--- src/rtl/bsg_front_side_bus_hop_out.sv ---
// bsg_front_side_bus_hop_out
//
// Output side of one front-side-bus hop. Merges fan_in_p sources onto the
// next bus segment through a round-robin arbiter and a two-entry output
// buffer. Source 0 is traffic passing through from this hop's input stage;
// sources 1..fan_in_p-1 are injected locally.
//
// The buffer is fully registered on the output side and ready_and_o depends
// only on buffer occupancy, never on ready_and_i. This keeps every
// ready/valid path along the bus chain broken at each hop. The price is one
// bubble: a full buffer refuses a new word even in a cycle where it drains.
//
// Ports:
//   clk_i        clock
//   reset_n_i    asynchronous active-low reset
//   v_i          per-source valid
//   data_i       per-source payload, source i at [i*width_p +: width_p]
//   ready_and_o  per-source ready; source i transfers on v_i[i] & ready_and_o[i]
//   v_o          valid to the next hop
//   data_o       payload to the next hop
//   ready_and_i  ready from the next hop; transfer on v_o & ready_and_i

module bsg_front_side_bus_hop_out #(
    parameter int unsigned width_p  = 8,
    parameter int unsigned fan_in_p = 2
) (
    input  logic                        clk_i,
    input  logic                        reset_n_i,
    input  logic [fan_in_p-1:0]         v_i,
    input  logic [fan_in_p*width_p-1:0] data_i,
    output logic [fan_in_p-1:0]         ready_and_o,
    output logic                        v_o,
    output logic [width_p-1:0]          data_o,
    input  logic                        ready_and_i
);

    localparam int unsigned RrWidth = (fan_in_p > 1) ? $clog2(fan_in_p) : 1;

    // Buffer state
    logic [1:0]         count_q, count_d;
    logic               rd_ptr_q, rd_ptr_d;
    logic               wr_ptr_q, wr_ptr_d;
    logic [width_p-1:0] mem_q [2];

    // Arbitration state
    logic [RrWidth-1:0] rr_q, rr_d;
    logic [RrWidth-1:0] grant;
    logic               found;

    logic               full;
    logic               enq;
    logic               deq;
    logic [width_p-1:0] enq_data;

    assign full = (count_q == 2'd2);
    assign v_o  = (count_q != 2'd0);
    assign deq  = v_o & ready_and_i;

    assign data_o = mem_q[rd_ptr_q];

    // Round-robin scan starting at rr_q, wrapping modulo fan_in_p.
    always_comb begin
        int unsigned        idx;
        logic [RrWidth-1:0] cand;
        found = 1'b0;
        grant = '0;
        idx   = 0;
        cand  = '0;
        for (int unsigned i = 0; i < fan_in_p; i++) begin
            idx  = (32'(rr_q) + i) % fan_in_p;
            cand = RrWidth'(idx);
            if (!found && v_i[cand]) begin
                found = 1'b1;
                grant = cand;
            end
        end
    end

    // Ready is gated by reset so no source sees a ready while the hop is held.
    always_comb begin
        ready_and_o = '0;
        if (found && !full && reset_n_i) begin
            ready_and_o[grant] = 1'b1;
        end
    end

    assign enq = |(v_i & ready_and_o);

    // Payload mux for the granted source.
    always_comb begin
        enq_data = '0;
        for (int unsigned i = 0; i < fan_in_p; i++) begin
            if (RrWidth'(i) == grant) begin
                enq_data = data_i[i*width_p +: width_p];
            end
        end
    end

    // Next-state for pointers, occupancy and round-robin priority.
    always_comb begin
        int unsigned nxt;
        rd_ptr_d = rd_ptr_q;
        wr_ptr_d = wr_ptr_q;
        rr_d     = rr_q;
        nxt      = 0;
        count_d  = count_q + {1'b0, enq} - {1'b0, deq};
        if (deq) begin
            rd_ptr_d = ~rd_ptr_q;
        end
        if (enq) begin
            wr_ptr_d = ~wr_ptr_q;
            nxt      = (32'(grant) + 1) % fan_in_p;
            rr_d     = RrWidth'(nxt);
        end
    end

    always_ff @(posedge clk_i or negedge reset_n_i) begin
        if (!reset_n_i) begin
            count_q  <= 2'd0;
            rd_ptr_q <= 1'b0;
            wr_ptr_q <= 1'b0;
            rr_q     <= '0;
        end else begin
            count_q  <= count_d;
            rd_ptr_q <= rd_ptr_d;
            wr_ptr_q <= wr_ptr_d;
            rr_q     <= rr_d;
        end
    end

    // Storage needs no reset: occupancy alone decides what is visible.
    always_ff @(posedge clk_i) begin
        if (enq) begin
            mem_q[wr_ptr_q] <= enq_data;
        end
    end

endmodule

--- config.mk ---
export PLATFORM = sky130hd
export DESIGN_NAME = bsg_front_side_bus_hop_out
export DESIGN_NICKNAME = d
export VERILOG_FILES = /design/src/rtl/bsg_front_side_bus_hop_out.sv
export SDC_FILE = /design/constraint.sdc
export NUM_CORES = 1
export LEC_CHECK = 0
export CAP_MARGIN = 20
export CORE_MARGIN = 4
export CORE_UTILIZATION = 39
export CTS_CLUSTER_SIZE = 16
export DETAILED_ROUTE_END_ITERATION = 6
export PLACE_DENSITY = 0.76
export SLEW_MARGIN = 10
export SYNTH_ARGS = -nofsm -noshare
export SYNTH_HDL_FRONTEND = slang
export SYNTH_SLANG_ARGS = --single-unit
--- constraint.sdc ---
create_clock -name clk_i -period 1.5 [get_ports clk_i]
set_input_delay 0.15 -clock clk_i [delete_from_list [all_inputs] [get_ports clk_i]]
set_output_delay 0.15 -clock clk_i [all_outputs]
set_load 0.1 [all_outputs]
Yosys cells after proc, flatten, opt, wreduce, memory -nomap -nowiden --
Memories as Yosys holds them, arrays and structs flattened. Index checks and enable logic that the tools add are counted. W data, S select, Z words.
Operators by class: bitwise logic cells 4, reductions and logical operators 8, $add $sub $neg 4, magnitude comparators 4, equal/unequal tests 1, mux-type cells 14
Operator list (number):
- $mux W1 | 11
- $mux W8 | 1
- $lt A1 B2 Y1 const B | 3
- $logic_and A1 B1 Y1 | 4
- $add A1 B1 Y1 const B | 2
- $add A2 B1 Y2 | 1
- $and A2 B2 Y2 | 1
- $eq A2 B2 Y1 const B | 1
- $logic_not A1 Y1 | 2
- $mux W2 | 1
- $not A1 Y1 | 2
- $reduce_bool A2 Y1 | 1
- $reduce_or A2 Y1 | 1
- $sub A2 B1 Y2 | 1
- $and A1 B1 Y1 | 1
- $demux W1 S1 | 1
- $ge A1 B1 Y1 const B | 1
Word-level totals: input bits 21, memory bits (writable) 16, output and inout port bits 11, logic and storage cells 40, memories kept 1, register bits after elaboration 5
Memories:
- mem_q | depth 2, width 8, rd ports 1, clocked after memory_dff 0, write ports 1, line 43 | logic [width_p-1:0] mem_q [2];

Depth between registers and ports, before layout --
depth in word-level cells 15, depth in mapped cells 7, gate-level depth less buffers 7

Least setup slack after synthesis --
Ideal clock, no wire load.
kind reg2out, start register count_q[1], end output port ready_and_o[0], arrival 2.833 ns, path slack -1.483 ns, required time 1.350 ns, buffers on the path 0, cell stages (with the launch flop) 4, cell sequence dfrtp_1 > nand2b_1 > nand2_1 > a211oi_1
On the way: cells in the longest elaborated chain, start to end 5
RTL lines:
- from (decl) | line 40 | logic [1:0] count_q, count_d;
- from (signal assigned) | line 124 | count_q <= count_d;
- $eq A2 B2 Y1 | line 55 | assign full = (count_q == 2'd2);
- $logic_not A1 Y1 | line 82 | if (found && !full && reset_n_i) begin
- $logic_and A1 B1 Y1 (2 in series) | line 82
- $mux W2 | line 82
- to (decl) | line 31 | output logic [fan_in_p-1:0] ready_and_o,
No other way between the ends.

Worst setup path in the final report --
start register count_q[1], end register count_q[1]
On the way: elaborated cells on any way between the ends 11, those cells by class add/sub: 2; eq/ne: 1; mux: 1; bitwise: 2; reduce/logical: 5
RTL lines:
- $reduce_bool A2 Y1 | line 56 | assign v_o = (count_q != 2'd0);
- $and A1 B1 Y1 | line 57 | assign deq = v_o & ready_and_i;
- named net deq | line 52 | logic deq;
- $sub A2 B1 Y2 | line 106 | count_d = count_q + {1'b0, enq} - {1'b0, deq};
- named net count_d[1] | line 40
The timed path passes the listed nets, and every way through them passes these cells. A chain may end at the register's enable or synchronous reset.

==> out/results.ini <==
[floorplanning]
placementRows = 17
coreArea_um2 = 2250
die_area_um2 = 3270
ios = 32
die_w_um = 57.2
start_util_pct = 41.8
fp.dieH_um = 57.2

[setup_path]
crit_arrival_ns = 1.81
crit_slowest_cell = dfrtp_1
critPathLaunchType = flip-flop
crit_chain = or2_4, and2_4, ha_4, inv_2, ha_4, xnor2_2, xnor2_1
crit_path_max_incr_delay_ns = 0.42
cp_max_fo = 3
path_common_cell = ha_4
worst-setup-path-type = flip-flop to flip-flop
cp_num_buf_inv = 1
endpoint_kind = flip-flop
path_delay_family = flip-flops
required_ns = 1.69

[route]
routed_via_density = 4.72
drt_first_pass_iters = 4
initialDrtViolationCount = 12
vias = 679
wl_per_cell_um = 15.1
routed_wl_um = 2180
drc = 0
postRouteAntennaNets = 0

[sta]
finalHoldViolations = 0
maxClockFrequency_mhz = 617
finalSetupViolations = 7
finalWorstSetupSlack_ns = -0.120
post-route-period-util_pct = 108
slew_viol_final = 0
fin_crit_ns = 1.62
fin_setup_tns_ns = -0.277
rsz0062_at_grt = yes
slew_headroom_pct = 75.7
tightest_slew_ns = 0.363
hold_ws_ns = 0.159
finClkSkew_ns = 0.00237

[finish]
area_growth_pct = 83.8
diodes = 0
final_cells = 144
fillers = 153
final_layout_size_suffix_gt1_share_pct = 56.9
fin_nets = 140
final_util_pct = 76.8

[logic_synthesis]
synth.area.top_cells = edfxtp_1 51%, mux2_2 19%, dfrtp_1 13%, xnor2_1 2.8%, ha_1 2.7%
avgSynthCellArea_um2 = 16.0
synth-edff-count = 16
syn_inst = 59
synth_seq_area_share_pct = 64.3
ys_types = 18
async_flop_share_pct = 23.8
netlist_area_um2 = 942
yosysWarnings = 0
yosys.area.top_type_share_pct = 51.0
ys_ff_latch = 21
yosysTopAreaCell = edfxtp_1
synth_commonest_cells = 16 x edfxtp_1, 16 x mux2_2, 5 x dfrtp_1
syn-num-nets = 82
synthFlopType = edfxtp_1

[global_route]
grt_overflow = 0
grt_max_degree = 12
grt_pass1_wl_um = 3650
grt.total_usage_pct = 14.0
grt_pass1_vias = 779
antenna_found_initial = 0

[pwr]
switching_share_pct = 43.6
p_seq_share_pct = 24.5
vdd_drop_max_uv = 1720
cellLeakagePower_nw = 0.699
pwr-share-clk_pct = 6.9
switching_power_w = 0.00162
intPower_w = 0.00209
power_w = 0.00370
p_comb_share_pct = 68.6
powerDensity_nw_per_um2 = 2140

[place]
dpl.cell_count = 133
hpwl_um = 1520
gp_congestion = 0.658
port-buffer-count = 31

[status]
status = finished with violations
violations = negative setup slack

[clock_tree]
tritoncts.num_buffers = 3
ctsHoldBuffers = 0
cts.clk_slew.worst_paths_ns = 0.11
clockBufferDepth = 2
cts_tree = built
cts_max_level = 1
clk_latency_ns = 0.29
cts-root-buf = clkbuf_4
clkSinkCount = 21

[worst_hold_path]
hold_path.class = input port to asynchronous set/reset pin

[run]
drv_cap = 0

final timing paths:
| check | from | to | slack, ns | cells past startpoint |
|---|---|---|---|---|
| min | reset_n_i | count_q[0] | 0.16 | 2 |
| min in group clk_i | wr_ptr_q | wr_ptr_q | 0.53 | 1 |
| max reg2reg | count_q[1] | count_q[1] | -0.12 | 7 |
| max in group asynchronous | reset_n_i | rd_ptr_q | 1.19 | 2 |
| max | count_q[1] | count_q[1] | -0.12 | 7 |
| min reg2reg | wr_ptr_q | wr_ptr_q | 0.53 | 1 |
layout by cell type (no fill, tap or decap):
cell,count
clkbuf_4,3
o211ai_1,1
o21ai_4,1
buf_12,12
dfrtp_1,4
a31oi_1,1
xnor2_1,2
nor2_2,2
nor2_4,1
inv_1,2
clkbuf_1,1
ha_4,2
and2_4,1
xor2_1,1
clkdlybuf4s50_1,20
inv_2,1
mux2_2,8
buf_4,15
or2_4,1
xnor2_2,1
a211oi_4,1
edfxtp_1,16
a41oi_1,1
dfrtp_2,1
nand2b_1,1
buf_6,7
nand2_4,1
mux2_4,8
sequential cells by signal (all words and copies together) (netlist names):
register and cells:
mem_q 16, rr_q 1, count_q 2, rd_ptr_q 1
wr_ptr_q 1
power by group through the flow:
stage / registers, W / logic (W) / clock network, W
2_1_floorplan: 0.000887 / 0.00138 / 0
3_3_place_gp: 0.000931 / 0.00216 / 0
3_5_place_dp: 0.000940 / 0.00219 / 0
4_1_cts: 0.000887 / 0.00246 / 0.000266
5_1_grt: 0.000925 / 0.00265 / 0.000301
6_report: 0.000906 / 0.00254 / 0.000257
per-stage QoR:
| stage | worst slack [ns] | instance area (µm²) |
|---|---|---|
| finish | -0.120 | 1730 |
| global placement | -0.197 | 1570 |
| floorplan | -0.254 | 990 |
| CTS | -0.106 | 1690 |
| detailed placement | -0.280 | 1570 |
| global route | -0.173 | 1730 |
repair_timing:
item / in CTS / in global routing
pin swaps: 2 / 0
endpoints found under the setup margin: 11 / 28
setup buffers: 8 / 0
resized for setup: 8 / 15
per-layer routing:
metal	global-route usage, %	wire length (µm)	vias up
met4	1.99	0	0
met3	3.62	142	0
met2	25.8	1210	21
met1	16.6	819	323
li1	-	-	335
met5	0	0	-
worst reg2reg max path: cells and delay by family (launching register included):
kind          cells  cell delay [ns]
xor+xnor          2             0.26
fa+ha+maj         2             0.40
flops             1             0.42
buf+inv           1             0.04
simple gates      2             0.39
cell families (layout without fill, tap and decap cells):
| logic type | Yosys count | count (layout) | share of synthesized area, % |
|---|---|---|---|
| flip-flops | 21 | 21 | 64.3 |
| multiplexers | 16 | 16 | 19.1 |
| XOR/XNOR | 4 | 4 | 3.72 |
| AO/OA/AOI/OAI | 5 | 5 | 4.92 |
| adder cells (fa/ha/maj) | 2 | 2 | 2.66 |
| buffers and inverters | 4 | 61 | 1.73 |
| AND/OR/NAND/NOR | 7 | 7 | 3.59 |
final cells by class:
class	count	area [µm²]	area share [%]
inverter	3	11.3	0.650
tap	28	35.0	2.02
timing repair buffer	54	632	36.5
clock buffer	4	26.3	1.52
sequential	21	607	35.0
multi-input combinational	34	420	24.3
No activity file was read; power rests on OpenSTA's default activity.
